===== src/rtl/mcm_rx_coord.sv =====
// Write-address coordinator for MCM answer frames: synchronises the receiver byte strobe,
// counts bytes and drives the frame-RAM address/strobe with done, timeout and overrun flags.
module mcm_rx_coord #(
    parameter int ADDR_W    = 8,
    parameter int FRAME_LEN = 144,
    parameter int BASE_ADDR = 0,
    parameter int SYNC_STG  = 2,
    parameter int TIMEOUT   = 4096,
    localparam int CNT_W    = $clog2(FRAME_LEN + 1)
) (
    input  logic              clk,
    input  logic              reset,
    input  logic              iRQ,
    input  logic              iVal,
    output logic [ADDR_W-1:0] oAddr,
    output logic              oWe,
    output logic [CNT_W-1:0]  oCount,
    output logic              oBusy,
    output logic              oDone,
    output logic              oTimeout,
    output logic              oOverrun
);

    localparam int TMR_W = (TIMEOUT > 1) ? $clog2(TIMEOUT) : 1;

    localparam logic [ADDR_W-1:0] ADDR_BASE = ADDR_W'(BASE_ADDR);
    localparam logic [ADDR_W-1:0] ADDR_ONE  = ADDR_W'(1);
    localparam logic [CNT_W-1:0]  CNT_ZERO  = CNT_W'(0);
    localparam logic [CNT_W-1:0]  CNT_ONE   = CNT_W'(1);
    localparam logic [CNT_W-1:0]  CNT_LAST  = CNT_W'(FRAME_LEN);
    localparam logic [TMR_W-1:0]  TMR_ZERO  = TMR_W'(0);
    localparam logic [TMR_W-1:0]  TMR_ONE   = TMR_W'(1);
    localparam logic [TMR_W-1:0]  TMR_LAST  = TMR_W'((TIMEOUT > 0) ? (TIMEOUT - 1) : 0);

    typedef enum logic [1:0] {
        S_IDLE = 2'd0,
        S_WAIT = 2'd1,
        S_DONE = 2'd2,
        S_ERR  = 2'd3
    } state_t;

    state_t             r_state;
    logic [SYNC_STG-1:0] r_sync;
    logic               r_vs_d;
    logic [TMR_W-1:0]   r_tmr;
    logic [ADDR_W-1:0]  r_addr;
    logic               r_we;
    logic [CNT_W-1:0]   r_cnt;
    logic               r_busy;
    logic               r_done;
    logic               r_timeout;
    logic               r_overrun;

    logic w_vs;
    logic w_rise;
    logic w_fall;
    logic w_expire;

    assign w_vs     = r_sync[SYNC_STG-1];
    assign w_rise   = w_vs & ~r_vs_d;
    assign w_fall   = ~w_vs & r_vs_d;
    // A zero TIMEOUT parameter disables expiry entirely.
    assign w_expire = (TIMEOUT > 0) && (r_tmr == TMR_LAST);

    // Synchroniser chain for the asynchronous byte strobe plus the delayed copy for edge detect.
    always_ff @(posedge clk or negedge reset) begin
        if (!reset) begin
            r_sync <= {SYNC_STG{1'b0}};
            r_vs_d <= 1'b0;
        end else begin
            r_sync <= {r_sync[SYNC_STG-2:0], iVal};
            r_vs_d <= w_vs;
        end
    end

    // Frame FSM: restart, byte counting, write strobe and address advance, sticky flags.
    always_ff @(posedge clk or negedge reset) begin
        if (!reset) begin
            r_state   <= S_IDLE;
            r_addr    <= ADDR_BASE;
            r_we      <= 1'b0;
            r_cnt     <= CNT_ZERO;
            r_tmr     <= TMR_ZERO;
            r_busy    <= 1'b0;
            r_done    <= 1'b0;
            r_timeout <= 1'b0;
            r_overrun <= 1'b0;
        end else if (iRQ) begin
            r_state   <= S_WAIT;
            r_addr    <= ADDR_BASE;
            r_we      <= 1'b0;
            r_cnt     <= CNT_ZERO;
            r_tmr     <= TMR_ZERO;
            r_busy    <= 1'b1;
            r_done    <= 1'b0;
            r_timeout <= 1'b0;
            r_overrun <= 1'b0;
        end else begin
            r_we <= 1'b0;
            // The address moves on the cycle after the strobe, so the RAM sees a stable pair.
            if (r_we) begin
                r_addr <= r_addr + ADDR_ONE;
            end
            if (w_rise || w_fall) begin
                r_tmr <= TMR_ZERO;
            end
            case (r_state)
                S_WAIT: begin
                    if (w_rise) begin
                        if (r_cnt != CNT_LAST) begin
                            r_cnt <= r_cnt + CNT_ONE;
                        end
                    end else if (w_fall) begin
                        r_we <= 1'b1;
                        if (r_cnt == CNT_LAST) begin
                            r_state <= S_DONE;
                            r_busy  <= 1'b0;
                            r_done  <= 1'b1;
                        end
                    end else if (w_expire) begin
                        r_state   <= S_ERR;
                        r_busy    <= 1'b0;
                        r_timeout <= 1'b1;
                    end else begin
                        r_tmr <= r_tmr + TMR_ONE;
                    end
                end
                S_DONE: begin
                    if (w_rise) begin
                        r_overrun <= 1'b1;
                    end
                end
                S_IDLE, S_ERR: begin
                end
                default: begin
                    r_state <= S_IDLE;
                    r_busy  <= 1'b0;
                end
            endcase
        end
    end

    assign oAddr    = r_addr;
    assign oWe      = r_we;
    assign oCount   = r_cnt;
    assign oBusy    = r_busy;
    assign oDone    = r_done;
    assign oTimeout = r_timeout;
    assign oOverrun = r_overrun;

endmodule


===== config.mk =====
export PLATFORM = sky130hd
export DESIGN_NAME = mcm_rx_coord
export DESIGN_NICKNAME = d
export VERILOG_FILES = /design/src/rtl/mcm_rx_coord.sv
export SDC_FILE = /design/constraint.sdc
export NUM_CORES = 1
export LEC_CHECK = 0
export ABC_AREA = 1
export BUFFER_PORTS_ARGS = -buffer_cell sky130_fd_sc_hd__buf_2
export CAP_MARGIN = 5
export CORE_ASPECT_RATIO = 1.5
export CORE_MARGIN = 2
export CORE_UTILIZATION = 55
export DETAILED_ROUTE_END_ITERATION = 12
export GPL_ROUTABILITY_DRIVEN = 0
export HOLD_SLACK_MARGIN = 0.05
export PLACE_DENSITY = 0.76
export SYNTH_ARGS = -nofsm -noshare
export SYNTH_HDL_FRONTEND = slang
export SYNTH_SLANG_ARGS = --single-unit

===== constraint.sdc =====
create_clock -name clk -period 5 [get_ports clk]
set_clock_uncertainty 0.2 [all_clocks]
set_input_delay 1 -clock clk [delete_from_list [all_inputs] [get_ports clk]]
set_output_delay 1 -clock clk [all_outputs]
set_load 0.005 [all_outputs]

==> reports/metrics.yaml <==
global_route:
  track_usage_pct: 22.52
  grt_max_degree: 39
  grt_pass1_wl_mm: 8.024
  antenna_found_initial: 0
  overflow: 0
  grt_pass1_vias: 1850
timing:
  fin_ws_ns: 2.468
  drv_slew: 0
  hold_violations: 0
  max_freq_mhz: 395.0
  fin_crit_sh_pct: 50.64
  setup_viol: 0
  rsz0062_at_grt: "false"
  slew_headroom_pct: 42.40
  final.min_clock_period_ns: 2.532
  fin_tns_setup_ns: 0
  hold_ws_ns: 0.1516
  worstMarginPinSlew_ns: 0.8631
die:
  core_area_sq_um: 3889
  rows: 28
  initial_core_util_pct: 56.02
  ios: 25
  fp.dieArea_sq_um: 4490
  die_h_microns: 81.08
  die_w_microns: 55.39
place:
  port-buffer-count: 24
  post-place-ws_ns: 2.165
  dpl-instance-area_sq_um: 2313
  dp_hpwl_mm: 3.309
logic_synthesis:
  synth_top_flop_cell: "dfrtp_1"
  yosysMostFrequentCell: "nand2_1"
  ys_seq_elements: 38
  synth_cells: 286
  synthTopCellsByArea: "dfrtp_1 (44%), nand2_1 (10%), inv_1 (6.7%), nand3_1 (6.4%), nor2_1 (6.4%)"
  syn-num-nets: 296
  syn_area_sq_um: 2178
  synth_edf_count: 0
  yosys_warnings: 0
  synth_cell_types: 28
  synth_commonest_cells: "nand2_1 (60), inv_1 (39), dfrtp_1 (38)"
  synth_top_area_share_pct: 43.65
  async_reset_ff_share_pct: 100.0
  avgSynthCellArea_sq_um: 7.617
  yosysSeqAreaShare_pct: 43.65
  yosysTopAreaCell: "dfrtp_1"
critical_path:
  arrival_ns: 2.50
  startpoint_type: "input port"
  cp-end-kind: "flop"
  critPathKind: "in -> reg"
  reg2reg_from: "r_sync[1]$_DFF_PN0_"
  reg2reg_setup_slack_ns: 3.01
  max_stage_delay_ns: 0.66
  worst-path-max-fanout: 31
  required_ns: 4.97
  r2r-end: "r_tmr[2]$_DFF_PN0_"
  critical-path-slowest-cell: "inv_1"
  crit_chain: "buf_2, inv_1, nand2_1, nand3_1, o21ai_1"
  rr_worst_depth: 8
pwr:
  p_per_area_nw_per_um2: 268.2
  power.leakage_nw: 1.250
  p_total_mw: 0.6459
  vdd_ir_drop_max_mv: 0.2120
cts:
  cts_root_buf: "clkbuf_8"
  clk_latency_ns: 0.29
  cts_tree: "yes"
  clock-sinks: 38
  cts_hold_buffers: 0
  cts_made_buffers: 5
  ctsResizeCount: 0
  cts_setup_buffers: 0
  cts_max_level: 2
  clk_pin_slew_ns: 0.07
  cts.path.max_buffers: 2
finish:
  fillCellCount: 360
  design_area_sq_um: 2409
  finalNetCount: 319
  area.growth.synth_to_final_pct: 10.57
  drive_above_1_share_pct: 15.48
  n_antenna_cell: 0
drt:
  ant_nets: 0
  drt_wl_total_mm: 4.513
  dr.pass1.iters: 4
  wire_per_inst_microns: 12.71
  drcViolationCount: 0
  vias_per_cell: 5.268
  dr.first_iter.drc_count: 62
  num_vias: 1870
hold_path:
  min_delay_worst_endpoint: "r_sync[1]$_DFF_PN0_"
  hold_depth: 0
  min_from: "r_sync[0]$_DFF_PN0_"
  hp-class: "reg -> reg"
run_status:
  status: "completed"
run:
  cap_violations: 0
-- sequential cells by signal, summed over array words and instances (netlist names) --
| signal | flops |
|---|---|
| oOverrun | 1 |
| r_vs_d | 1 |
| oAddr | 8 |
| oCount | 8 |
| r_sync | 2 |
| oBusy | 1 |
| oTimeout | 1 |
| oDone | 1 |
| r_tmr | 12 |
| oWe | 1 |
| r_state | 2 |
-- cell families after synthesis --
group	share of synthesized area (%)
AND/OR/NAND/NOR	32.40
XOR/XNOR	2.815
buffers and inverters	8.960
adder cells (fa/ha/maj)	3.446
AO/OA/AOI/OAI	8.731
flip-flops	43.65
-- cells in the final DEF (no fill, tap or decap) --
cell type and count:
nand4_4 1, clkbuf_8 6, nor2_2 1, o21ai_1 7, xor2_1 6, a31oi_1 2, or2_2 1, nand3_2 1
dfrtp_1 38, o21ai_0 10, nand2_1 60, o31ai_1 1, o21bai_1 2, a21oi_1 14, nor2_4 3, buf_2 24
and2_1 1, nor2_8 1, inv_1 39, inv_2 2, nand4_1 8, nor2_1 37, clkinvlp_4 1, xnor2_1 1
nand2_2 6, nor3_1 2, clkinv_2 1, nand3_1 28, ha_1 6
-- power breakdown --
part	leakage, nW	internal [mW]	switching (mW)
clock network	0.0472	0.111	0.110
registers	0.508	0.320	0.0142
logic	0.695	0.0293	0.0609
total	1.25	0.460	0.185
-- area by class of cell --
cell class	instances	area, sq um	share of cell area [%]
timing repair buffer	24	120.1	4.987
multi-input combinational	199	1032	42.86
inverter	41	153.9	6.390
clock inverter	2	12.51	0.5195
tap	45	56.30	2.338
sequential	38	950.9	39.48
clock buffer	6	82.58	3.429
-- routing by layer --
metal  track usage, %  part of all wire [%]
met5                0                     0
met4            8.780                   1.1
met3            4.140                   2.3
met2            41.55                    55
met1            25.66                    42
-- critical path, delay by kind of cell --
family | cells | cell delay [ns]
compound gates | 1 | 0.08
buf+inv | 2 | 0.85
simple gates | 2 | 0.57
-- worst max-delay path by stage --
stage,startpoint,to,cells after the start
floorplan,iRQ,r_tmr[0]$_DFF_PN0_,5
global placement,iRQ,oCount[0]$_DFFE_PN0P_,5
detailed placement,iRQ,oCount[1]$_DFFE_PN0P_,5
CTS,iRQ,oCount[1]$_DFFE_PN0P_,5
global route,iRQ,oCount[0]$_DFFE_PN0P_,5
finish,iRQ,oCount[0]$_DFFE_PN0P_,5
-- through the flow --
stage | cells | utilization (%)
5_1_grt | 355 | 61.94
3_5_place_dp | 347 | 59.49
2_1_floorplan | 286 | -
3_3_place_gp | 347 | 59.49
6_report | 355 | 61.94
4_1_cts | 355 | 61.94
Power figures use the tool's default switching activity.
